**src/rtl/shift_pkg.sv**
```systemverilog
// Shared encodings for the multi-cycle right-shift sequencer.
package shift_pkg;

    typedef enum logic [1:0] {
        ST_IDLE  = 2'd0,
        ST_SHIFT = 2'd1,
        ST_DONE  = 2'd2
    } state_e;

    localparam logic SHIFT_LOGICAL = 1'b0;
    localparam logic SHIFT_ARITH   = 1'b1;

endpackage

```
**src/rtl/shift_step.sv**
```systemverilog
// Single-bit right shift with caller-supplied fill bit entering at the MSB.
module shift_step #(
    parameter int unsigned WIDTH = 32
) (
    input  logic [WIDTH-1:0] i_data,
    input  logic             i_fill,
    output logic [WIDTH-1:0] o_data
);

    assign o_data = {i_fill, i_data[WIDTH-1:1]};

endmodule

```
**src/rtl/shift_sequencer.sv**
```systemverilog
// Variable-amount right shifter that iterates a 1-bit step once per clock,
// returning the result over a valid/ready handshake.
module shift_sequencer
    import shift_pkg::*;
#(
    parameter int unsigned WIDTH   = 32,
    parameter int unsigned SHAMT_W = 5,
    parameter int unsigned CNT_W   = 16
) (
    input  logic               clk,
    input  logic               reset,
    input  logic               in_valid,
    output logic               in_ready,
    input  logic [WIDTH-1:0]   in_data,
    input  logic [SHAMT_W-1:0] in_shamt,
    input  logic               in_arith,
    output logic               out_valid,
    input  logic               out_ready,
    output logic [WIDTH-1:0]   out_data,
    output logic               busy,
    output logic [CNT_W-1:0]   op_count
);

    state_e             r_state;
    logic [WIDTH-1:0]   r_data;
    logic [SHAMT_W-1:0] r_count;
    logic               r_mode;
    logic [CNT_W-1:0]   r_op_count;

    logic               w_fill;
    logic [WIDTH-1:0]   w_shifted;

    assign w_fill = (r_mode == SHIFT_ARITH) ? r_data[WIDTH-1] : 1'b0;

    shift_step #(
        .WIDTH (WIDTH)
    ) u_step (
        .i_data (r_data),
        .i_fill (w_fill),
        .o_data (w_shifted)
    );

    always_ff @(posedge clk) begin
        if (reset) begin
            r_state    <= ST_IDLE;
            r_data     <= '0;
            r_count    <= '0;
            r_mode     <= SHIFT_LOGICAL;
            r_op_count <= '0;
        end else begin
            unique case (r_state)
                ST_IDLE: begin
                    if (in_valid) begin
                        r_data  <= in_data;
                        r_count <= in_shamt;
                        r_mode  <= in_arith;
                        r_state <= (in_shamt == '0) ? ST_DONE : ST_SHIFT;
                    end
                end
                ST_SHIFT: begin
                    r_data  <= w_shifted;
                    r_count <= r_count - 1'b1;
                    // The step taken while count==1 is the last one.
                    if (r_count == SHAMT_W'(1)) begin
                        r_state <= ST_DONE;
                    end
                end
                ST_DONE: begin
                    if (out_ready) begin
                        r_state    <= ST_IDLE;
                        r_op_count <= r_op_count + 1'b1;
                    end
                end
                default: r_state <= ST_IDLE;
            endcase
        end
    end

    // Outputs come only from registers or state decode; no input-to-output path.
    assign in_ready  = (r_state == ST_IDLE);
    assign out_valid = (r_state == ST_DONE);
    assign busy      = (r_state != ST_IDLE);
    assign out_data  = r_data;
    assign op_count  = r_op_count;

endmodule

```
**config.mk**
```make
export PLATFORM = sky130hd
export DESIGN_NAME = shift_sequencer
export DESIGN_NICKNAME = d
export VERILOG_FILES = /design/src/rtl/shift_pkg.sv /design/src/rtl/shift_step.sv /design/src/rtl/shift_sequencer.sv
export SDC_FILE = /design/constraint.sdc
export NUM_CORES = 1
export LEC_CHECK = 0
export ABC_AREA = 1
export BUFFER_PORTS_ARGS = -buffer_cell sky130_fd_sc_hd__buf_2
export CAP_MARGIN = 40
export CORE_UTILIZATION = 45
export CTS_CLUSTER_DIAMETER = 120
export DETAILED_ROUTE_END_ITERATION = 10
export GPL_ROUTABILITY_DRIVEN = 0
export GPL_TIMING_DRIVEN = 0
export PLACE_DENSITY = 0.73
export SLEW_MARGIN = 0
export SYNTH_ARGS = -nofsm -noshare
export SYNTH_HDL_FRONTEND = slang
export SYNTH_SLANG_ARGS = --single-unit
```
**constraint.sdc**
```tcl
create_clock -name clk -period 1.61 [get_ports clk]
set_clock_uncertainty 0.15 [all_clocks]
set_input_delay 0 -clock clk [delete_from_list [all_inputs] [get_ports clk]]
set_output_delay 0 -clock clk [all_outputs]
set_load 0.005 [all_outputs]
```
==> impl_metrics.csv, run 1 <==
group,metric,value,unit
power,power.density,904,nW/um2
critical_path,reg2reg_depth,7,
grt,gr-total-overflow,0,
cts,clock_latency,0.30,ns
yosys,ys_types,28,
detailed_routing,route.met3.wl,360,um
sta,slew-limit-headroom,0.686,
sta,period_minus_slack,1.56,ns
detailed_routing,wl_met1,3240,um
grt,grt_pass1_wl,12200,um
grt,grt_start_max_net_pins,16,
yosys,synth-warning-count,0,
place,dp_slack,0.00866,ns
critical_path,path_class,"input pin to flop",
hold_path,min_to,"op_count[0]",
yosys,syn_area,2610,um2
grt,antenna_found_initial,0,
floorplanning,initial_core_util,0.471,
yosys,synth_ff_type,"dfxtp_1",
critical_path,path_max_fanout,2,
yosys,synth_cells,371,
sta,max_freq,639,MHz
floorplanning,coreArea,5540,um2
critical_path,reg2reg_setup_slack,0.14,ns
cts,cts_buffers,5,
critical_path,r2r_end,"op_count[14]",
detailed_routing,dr.pass1.iters,4,
layout,antenna_cells,0,
detailed_routing,post_drt_wl_per_cell,12.6,um
detailed_routing,top_layer_used,"met4",
grt,grt.total_usage,0.247,
power,p_leak,1.72,nW
cts,root_buffer,"clkbuf_8",
cts,clock_path_buffers,2,
critical_path,r2r_start,"op_count[0]",
yosys,ys_seq_elements,56,
sta,timing.hold.ws,0.0755,ns
detailed_routing,wl_met2,3620,um
sta,fin_ws,0.0462,ns
sta,drv_slew,0,
sta,post-route-period-util,0.971,
yosys,synth_compound_area_frac,0.192,
floorplanning,chipWidth,78.2,um
yosys,synth-xor-area-share,0.00335,
yosys,yosys.cell_count.top_type,"nand2_1",
critical_path,arrival,1.63,ns
yosys,synth.area.mux_share,0,
yosys,ys_seq_area_frac,0.429,
yosys,synth_fa_ha_area_frac,0.0144,
cts,htreeDepth,2,
sta,worst_pin_slew,0.471,ns
floorplanning,dieArea,6110,um2
hold_path,hold_depth,3,
cts,path_clk_slew,0.09,ns
yosys,synth_top_area_frac,0.429,
yosys,async_flop_share,0,
sta,hold_violations,0,
detailed_routing,drtIter0Drc,125,
critical_path,cp-end-kind,"flop",
yosys,ys_top_cells_by_area,"dfxtp_1 (43%), nand2_1 (15%), a31oi_1 (7.4%)",
floorplanning,row_count,27,
flow_run,drv_cap,0,
grt,grt_pass1_vias,2768,
yosys,synth_top_family_by_area,"simple AND/OR/NAND/NOR gates",
hold_path,hold_class,"input pin to flop",
detailed_routing,vias,2974,
yosys,syn-num-nets,416,
sta,finalSetupViolations,0,
layout,synthToLayoutAreaGrowth,42.3,%
critical_path,required,1.68,ns
sta,setup_tns,0,ns
yosys,synth-edff-count,0,
yosys,yosys-top-cells-count,"nand2_1 (107), dfxtp_1 (56), a31oi_1 (31), nor2_1 (30), o21ai_0 (30)",
detailed_routing,wirelength,7350,um
place,numPortBuffers,92,
hold_path,min_from,"reset",
yosys,post_synth_and_or_nand_nor_area_fraction,0.273,
detailed_routing,viasPerCell,5.08,
floorplanning,die_y,78.2,um
place,dp.final_hpwl,4900,um
power,power.total,3.36,mW
sta,rsz0062_at_grt,"no",
yosys,syn_area_per_cell,7.04,um2
cts,numClockSinks,56,
layout,nets,557,
cts,cts_tree,"built",
power,ir_worst_vdd,565,uV
detailed_routing,antenna_left,0,
critical_path,start_kind,"input pin",
outcome,outcome,"complete, no violations",
yosys,synth_largest_area_cell,"dfxtp_1",
floorplanning,num_io_pins,93,
layout,final_layout_size_suffix_gt1_frac,0.257,
critical_path,crit_start,"in_shamt[2]",
detailed_routing,drc,0,
-- power by group --
group / switching, mW / internal (mW)
sequential: 0.125 / 1.54
clock: 0.441 / 0.353
combinational: 0.488 / 0.412
-- placed cells by master, fill, tap and decap left out, drive strengths merged --
cell type,Yosys,routed
o211ai,1,1
ha,3,3
nor3b,1,1
nor2,32,32
clkbuf,3,12
nand2,110,110
nor3,3,3
a21oi,16,16
dlygate4sd3,0,41
nand3,17,17
a31oi,31,31
a211oi,1,1
o21a,1,1
buf,17,109
dfxtp,56,56
xor2,1,1
inv,28,28
o21ai,41,41
clkinv,1,1
nand4,8,8
-- worst max-delay path: stages --
cell and delay (ns):
dlygate4sd3_1 0.56, buf_2 0.14, nor2_1 0.07, dlygate4sd3_1 0.55, nand3_1 0.09, a211oi_1 0.22
-- area by class of cell --
| type | instances | area (um2) |
|---|---|---|
| timing repair buffer | 134 | 878 |
| sequential | 56 | 1130 |
| multi-input combinational | 266 | 1290 |
| buffer | 20 | 123 |
| tap | 72 | 90.1 |
| clock buffer | 8 | 90.1 |
| inverter | 29 | 109 |
| fill | 496 | 1830 |
-- registers in the layout, summed over array words and instances, names as in the netlist --
register  count
r_mode        1
r_state       2
op_count     16
r_count       5
out_data     32
-- layer usage --
metal | up-vias | global-route usage
li1 | 1520 | -
met1 | 1352 | 0.306
met2 | 88 | 0.425
met3 | 14 | 0.0477
met4 | 0 | 0.0889
met5 | - | 0
-- repair_timing --
item | in CTS | in global routing
pin swaps | 0 | 3
endpoints found under the setup margin | 3 | 11
resized for setup | 2 | 12
gates cloned | 0 | 0
hold buffers | 41 | 0
endpoints found under the hold margin | 43 | 0
buffers inserted | 0 | 1
-- stage by stage --
step / cells / util / area [um2]
2_1_floorplan: 371 / - / 2610
3_3_place_gp: 535 / 0.571 / 3160
3_5_place_dp: 535 / 0.571 / 3160
4_1_cts: 584 / 0.662 / 3670
5_1_grt: 585 / 0.671 / 3710
6_report: 585 / 0.671 / 3710
-- worst max-delay path by stage --
stage,end,slack [ns],cells after the start
2_1_floorplan,op_count[8],0.20,7
4_1_cts,op_count[9],0.02,7
3_5_place_dp,op_count[9],0.009,5
5_1_grt,r_state[1],0.02,6
3_3_place_gp,op_count[8],0.05,7
6_report,r_state[1],0.05,6
-- logic make-up (layout without fill, tap and decap cells) --
| kind of cell | count (synthesis) | count (layout) |
|---|---|---|
| flops | 56 | 56 |
| xor+xnor | 1 | 1 |
| buf+inv | 49 | 191 |
| compound gates | 91 | 91 |
| fa+ha+maj | 3 | 3 |
| simple gates | 171 | 171 |
Power figures use the tool's default switching activity.
==> inputs of run 2 (changes only) <==
--- a/config.mk
+++ b/config.mk
@@ -8,12 +8,15 @@
 export ABC_AREA = 1
 export BUFFER_PORTS_ARGS = -buffer_cell sky130_fd_sc_hd__buf_2
 export CAP_MARGIN = 40
+export CORE_ASPECT_RATIO = 1.4
 export CORE_UTILIZATION = 45
 export CTS_CLUSTER_DIAMETER = 120
+export CTS_CLUSTER_SIZE = 14
 export DETAILED_ROUTE_END_ITERATION = 10
 export GPL_ROUTABILITY_DRIVEN = 0
 export GPL_TIMING_DRIVEN = 0
 export PLACE_DENSITY = 0.73
+export REMOVE_ABC_BUFFERS = 1
 export SLEW_MARGIN = 0
 export SYNTH_ARGS = -nofsm -noshare
 export SYNTH_HDL_FRONTEND = slang
==> run 2 against run 1 <==
The flow now finishes with violations (setup timing). Sequential share of layout area down 0.71 points. Clock power up 0.8%. Setup slack worse by 0.051 ns. Via count up 0.84%. Global-route usage up 1.7 points. Largest cell class unchanged. Largest power group unchanged. Highest routed layer unchanged.
==> impl_metrics.csv, run 2 (synthesized netlist as in run 1, its figures left out) <==
group,metric,value,unit
sta,rsz0062_at_grt,"yes",
sta,worst_pin_slew,0.582,ns
outcome,violations,"setup timing",
cts,clock_path_buffers,2,
sta,post-route-period-util,1.00,
power,clock_power_share,0.230,
layout,antenna_cells,0,
power,p_int,2.35,mW
power,power_switching,1.12,mW
sta,finalSetupViolations,1,
cts,path_clk_slew,0.09,ns
cts,cts_tree,"built",
power,p_sw_frac,0.323,
critical_path,reg2reg_setup_slack,-0.004,ns
critical_path,required,1.66,ns
place,numPortBuffers,92,
power,p_leak,1.75,nW
flow_run,drv_cap,0,
layout,layout_commonest_cell,"nand2_1",
cts,clock_latency,0.31,ns
cts,htreeDepth,2,
place,dp.final_hpwl,4400,um
floorplanning,initial_core_util,0.469,
sta,slew-limit-headroom,0.610,
power,pwr-share-seq,0.482,
detailed_routing,dr.pass1.iters,5,
detailed_routing,viasPerCell,5.22,
floorplanning,dieArea,6120,um2
sta,fin_ws,-0.00435,ns
detailed_routing,drtIter0Drc,146,
critical_path,start_kind,"flop",
grt,gr-total-overflow,0,
detailed_routing,antenna_left,0,
sta,hold_violations,0,
floorplanning,coreArea,5570,um2
critical_path,path_max_fanout,7,
critical_path,cp-end-kind,"flop",
floorplanning,chipWidth,66.4,um
critical_path,path_class,"flop to flop",
detailed_routing,vias,2999,
power,combinationalPowerShare,0.288,
cts,root_buffer,"clkbuf_8",
sta,period_minus_slack,1.61,ns
hold_path,hold_class,"input pin to flop",
layout,final_layout_size_suffix_gt1_frac,0.255,
cts,cts_buffers,5,
power,ir_worst_vdd,619,uV
critical_path,arrival,1.66,ns
place,dp_slack,-0.867,ns
grt,grt.total_usage,0.264,
floorplanning,die_y,92.1,um
detailed_routing,wirelength,7660,um
detailed_routing,post_drt_wl_per_cell,13.3,um
floorplanning,row_count,32,
grt,grt_pass1_wl,12700,um
grt,grt_pass1_vias,2884,
power,power.density,913,nW/um2
sta,setup_tns,-0.00435,ns
layout,largest_reg_flops,32,
detailed_routing,drc,0,
cts,numClockSinks,56,
layout,synthToLayoutAreaGrowth,45.7,%
grt,grt_start_max_net_pins,37,
outcome,outcome,"finished, violations left",
sta,max_freq,619,MHz
layout,layout_common_cells,"nand2_1 (107), buf_2 (92), dfxtp_1 (52)",
floorplanning,num_io_pins,93,
grt,antenna_found_initial,0,
layout,nets,550,
sta,drv_slew,0,
-- run 2: critical path, stage by stage, from the launching register on --
cell	delay, ns
dfxtp_4	0.44
inv_2	0.07
nand3_2	0.11
xor2_1	0.16
nor2_1	0.05
dlygate4sd3_1	0.54
-- run 2: what timing repair did --
| item | in CTS | in global routing |
|---|---|---|
| gates cloned | 4 | 0 |
| pin swaps | 2 | 7 |
| gates resized for setup | 13 | 9 |
| setup endpoints to repair | 48 | 39 |
| setup buffers | 3 | 3 |
| endpoints found under the hold margin | 46 | 9 |
| hold buffers | 41 | 2 |
-- run 2: metal layers --
layer / part of all wire / track usage / vias to the layer above
met5: 0 / 0 / -
met4: 0.011 / 0.0691 / 0
met3: 0.048 / 0.0473 / 9
met2: 0.50 / 0.486 / 96
met1: 0.44 / 0.303 / 1386
li1: - / - / 1508
-- run 2: through the flow --
step / instances / hold WS, ns / util / power (mW) / instance area [um2]
finish: 574 / 0.205 / 0.683 / 3.47 / 3800
detailed placement: 513 / 0.123 / 0.554 / 2.45 / 3080
global route: 574 / 0.263 / 0.683 / 3.69 / 3800
CTS: 569 / -0.152 / 0.670 / 3.44 / 3730
global placement: 511 / 0.120 / 0.546 / 2.41 / 3040
floorplan: 351 / -0.0809 / - / 2.11 / 2490
-- run 2: power groups by stage --
stage / combinational [mW] / clock [mW] / sequential, mW
final: 1.00 / 0.799 / 1.67
after global routing: 1.12 / 0.874 / 1.69
after floorplan: 0.420 / 0 / 1.69
after global placement: 0.724 / 0 / 1.68
after detailed placement: 0.767 / 0 / 1.69
after CTS: 0.957 / 0.820 / 1.67
-- run 2: worst paths after layout --
path | depth (start not counted) | from | end
max | 5 | r_state[0] | op_count[0]
max reg2reg | 5 | r_state[0] | op_count[0]
min reg2reg | 2 | r_mode | r_mode
min | 4 | reset | op_count[10]
-- run 2: cell type report --
cell class,count,area (um2)
Multi-Input combinational cell,269,1360
Tap cell,68,85.1
Sequential cell,56,1130
Clock buffer,6,82.6
Fill cell,467,1760
Timing Repair Buffer,144,1020
Inverter,29,118
Clock inverter,2,10.0
==> inputs of run 3 (changes only) <==
--- a/config.mk
+++ b/config.mk
@@ -5,7 +5,6 @@
 export SDC_FILE = /design/constraint.sdc
 export NUM_CORES = 1
 export LEC_CHECK = 0
-export ABC_AREA = 1
 export BUFFER_PORTS_ARGS = -buffer_cell sky130_fd_sc_hd__buf_2
 export CAP_MARGIN = 40
 export CORE_ASPECT_RATIO = 1.4
==> run 3 against run 2 <==
The run still ends with setup timing left. Maximum frequency shrank 0.86%. Sequential power is 2% lower. First-iteration DRC count down 9.6%. Non-clock buffer count is 18 higher. Via count fell by 3.8%. Cell count decreased by 6.6%. Area after synthesis decreased by 0.67%. Wire length is 2.7% higher. Critical path type unchanged. Highest routed layer unchanged.
==> impl_metrics.csv, run 3 <==
group,metric,value,unit
yosys,async_flop_share,0,
power,power.density,843,nW/um2
sta,max_freq,614,MHz
critical_path,path_class,"flop to flop",
hold_path,hold_class,"input pin to flop",
yosys,synth_largest_area_cell,"dfxtp_1",
cts,clock_path_buffers,2,
detailed_routing,wirelength,7870,um
sta,fin_ws,-0.0183,ns
layout,largest_reg_flops,32,
yosys,synth_top_area_frac,0.432,
cts,clock_latency,0.30,ns
yosys,syn_area_per_cell,8.08,um2
detailed_routing,antenna_left,0,
detailed_routing,vias,2885,
floorplanning,chipWidth,66.2,um
critical_path,worstPathCellList,"ha_4 -> and4b_2 -> buf_4 -> buf_4 -> nand3_2 -> xor2_1 -> nor2_1",
critical_path,reg2reg_depth,7,
floorplanning,initial_core_util,0.469,
layout,layout_common_cells,"buf_2 (92), nand2_1 (69), nor2_1 (51)",
yosys,ys_seq_area_frac,0.432,
grt,grt_pass1_vias,2694,
layout,final-seq-area,1160,um2
sta,period_minus_slack,1.63,ns
cts,numClockSinks,56,
sta,slew-limit-headroom,0.543,
sta,worst_pin_slew,0.686,ns
layout,multi_input_area,1460,um2
floorplanning,row_count,32,
layout,final_layout_size_suffix_gt1_frac,0.359,
critical_path,cp-end-kind,"flop",
layout,synthToLayoutAreaGrowth,53.4,%
hold_path,min_from,"out_ready",
hold_path,min_to,"r_state[1]",
yosys,synth-edff-count,0,
yosys,synth_ff_type,"dfxtp_1",
sta,rsz0062_at_grt,"yes",
cts,root_buffer,"clkbuf_8",
critical_path,reg2reg_setup_slack,-0.02,ns
place,place_inst,461,
hold_path,hold_depth,4,
floorplanning,num_io_pins,93,
place,dp.final_hpwl,4280,um
layout,fillers,402,
yosys,syn_area,2590,um2
sta,hold_violations,0,
grt,antenna_found_initial,0,
cts,cts_tree,"built",
detailed_routing,dr.pass1.iters,4,
critical_path,arrival,1.65,ns
flow_run,drv_cap,0,
layout,layout_commonest_cell,"buf_2",
critical_path,path_max_fanout,3,
grt,gr-total-overflow,0,
floorplanning,die_y,91.8,um
detailed_routing,post_drt_wl_per_cell,14.7,um
detailed_routing,drc,0,
sta,drv_slew,0,
critical_path,start_kind,"flop",
critical_path,slowest_stage,"dfxtp_4",
sta,timing.hold.ws,0.0454,ns
outcome,violations,"setup timing",
sta,finalSetupViolations,3,
yosys,synth_cells,321,
yosys,yosys.cell_count.top_type,"nand2_1",
yosys,ys_top_cells_by_area,"dfxtp_1 (43%), a311oi_1 (11%), nand2_1 (10%)",
detailed_routing,drtIter0Drc,132,
critical_path,cpMostUsedCell,"buf_4",
floorplanning,dieArea,6080,um2
cts,htreeDepth,2,
grt,grt_start_max_net_pins,43,
cts,cts_buffers,5,
detailed_routing,viasPerCell,5.38,
critical_path,slowest_delay,0.37,ns
critical_path,r2r_end,"op_count[4]",
grt,grt_pass1_wl,11800,um
power,p_leak,1.81,nW
yosys,synth-warning-count,0,
grt,grt.total_usage,0.246,
outcome,outcome,"finished, violations left",
yosys,yosys-top-cells-count,"nand2_1 (69), dfxtp_1 (56), nor2_1 (52), a311oi_1 (32)",
power,ir_worst_vdd,617,uV
layout,nets,512,
cts,path_clk_slew,0.09,ns
sta,post-route-period-util,1.01,
yosys,ys_seq_elements,56,
critical_path,r2r_start,"op_count[1]",
floorplanning,coreArea,5530,um2
place,numPortBuffers,92,
layout,instances_no_fill,536,
yosys,ys_types,46,
layout,antenna_cells,0,
critical_path,required,1.63,ns
## run 3: changes by cell type in the layout (fill, tap and decap cells not counted), moves of 5 or more
cell      delta
nor2_1      +23
dfxtp_4      +5
nand3_1     -15
o21ai_0     -26
o21ai_1     -12
buf_4       +20
dfxtp_2      +5
dfxtp_1     -10
a31oi_1     -30
a311oi_1    +31
inv_1       -15
nand2_1     -38
a21oi_1     -11
## run 3: cells by family (layout without fill, tap and decap cells)
| family | count (synthesis) | in the layout | share of synthesized area |
|---|---|---|---|
| buffers and inverters | 33 | 179 | 0.0550 |
| DFF | 56 | 56 | 0.432 |
| muxes | 4 | 4 | 0.0164 |
| and+or+nand+nor | 154 | 154 | 0.263 |
| adders and majority gates | 3 | 3 | 0.0145 |
| AOI/OAI and AO/OA | 61 | 62 | 0.185 |
| xor gates and xnor gates | 10 | 10 | 0.0338 |
## run 3: how the worst max path moves through the flow
stage | startpoint | end | slack (ns)
floorplan | r_state[0] | r_state[1] | -0.79
global placement | r_state[0] | r_state[1] | -1.76
detailed placement | r_state[0] | out_data[14] | -0.45
CTS | op_count[6] | op_count[14] | -0.05
global route | op_count[1] | op_count[4] | -0.07
finish | op_count[1] | op_count[4] | -0.02
## run 3: timing repair
item	4_1_cts	5_1_grt
resized for setup	26	20
setup endpoints to repair	45	32
setup buffers	18	9
pin swaps	28	9
gates cloned	0	1
hold buffers	39	0
hold endpoints to repair	39	0
## run 3: layer usage
| layer | track usage | share of wire | up-vias |
|---|---|---|---|
| met5 | 0 | 0 | - |
| met4 | 0.0691 | 0.023 | 0 |
| met3 | 0.0460 | 0.037 | 16 |
| met2 | 0.456 | 0.52 | 85 |
| met1 | 0.277 | 0.42 | 1366 |
| li1 | - | - | 1418 |
## run 3: area by class of cell
class | instances | share of cell area
Clock buffer | 8 | 0.0226
Inverter | 9 | 0.00849
Multi-Input combinational cell | 233 | 0.366
Sequential cell | 56 | 0.291
Tap cell | 68 | 0.0214
Timing Repair Buffer | 162 | 0.291
## run 3: power by group
| group | internal, mW | switching, mW | leakage [nW] | total, mW |
|---|---|---|---|---|
| clock | 0.352 | 0.425 | 0.0455 | 0.778 |
| sequential | 1.52 | 0.117 | 0.470 | 1.63 |
| combinational | 0.469 | 0.474 | 1.30 | 0.942 |
## run 3: critical path: cells and delay by family, from the launching register on
family | cells | cell delay (ns)
and+or+nand+nor | 3 | 0.37
buffers and inverters | 2 | 0.28
DFF | 1 | 0.37
adders and majority gates | 1 | 0.15
xor gates and xnor gates | 1 | 0.17
## run 3: metrics by stage
step,utilization,cell area (um2),TNS [ns],power (mW),worst slack (ns)
after floorplan,-,2480,-24.16,2.05,-0.788
after global placement,0.548,3030,-55.52,2.34,-1.76
after detailed placement,0.565,3120,-15.38,2.41,-0.455
after CTS,0.690,3810,-0.151,3.28,-0.0499
after global routing,0.720,3980,-0.332,3.55,-0.0685
final,0.720,3980,-0.0365,3.35,-0.0183
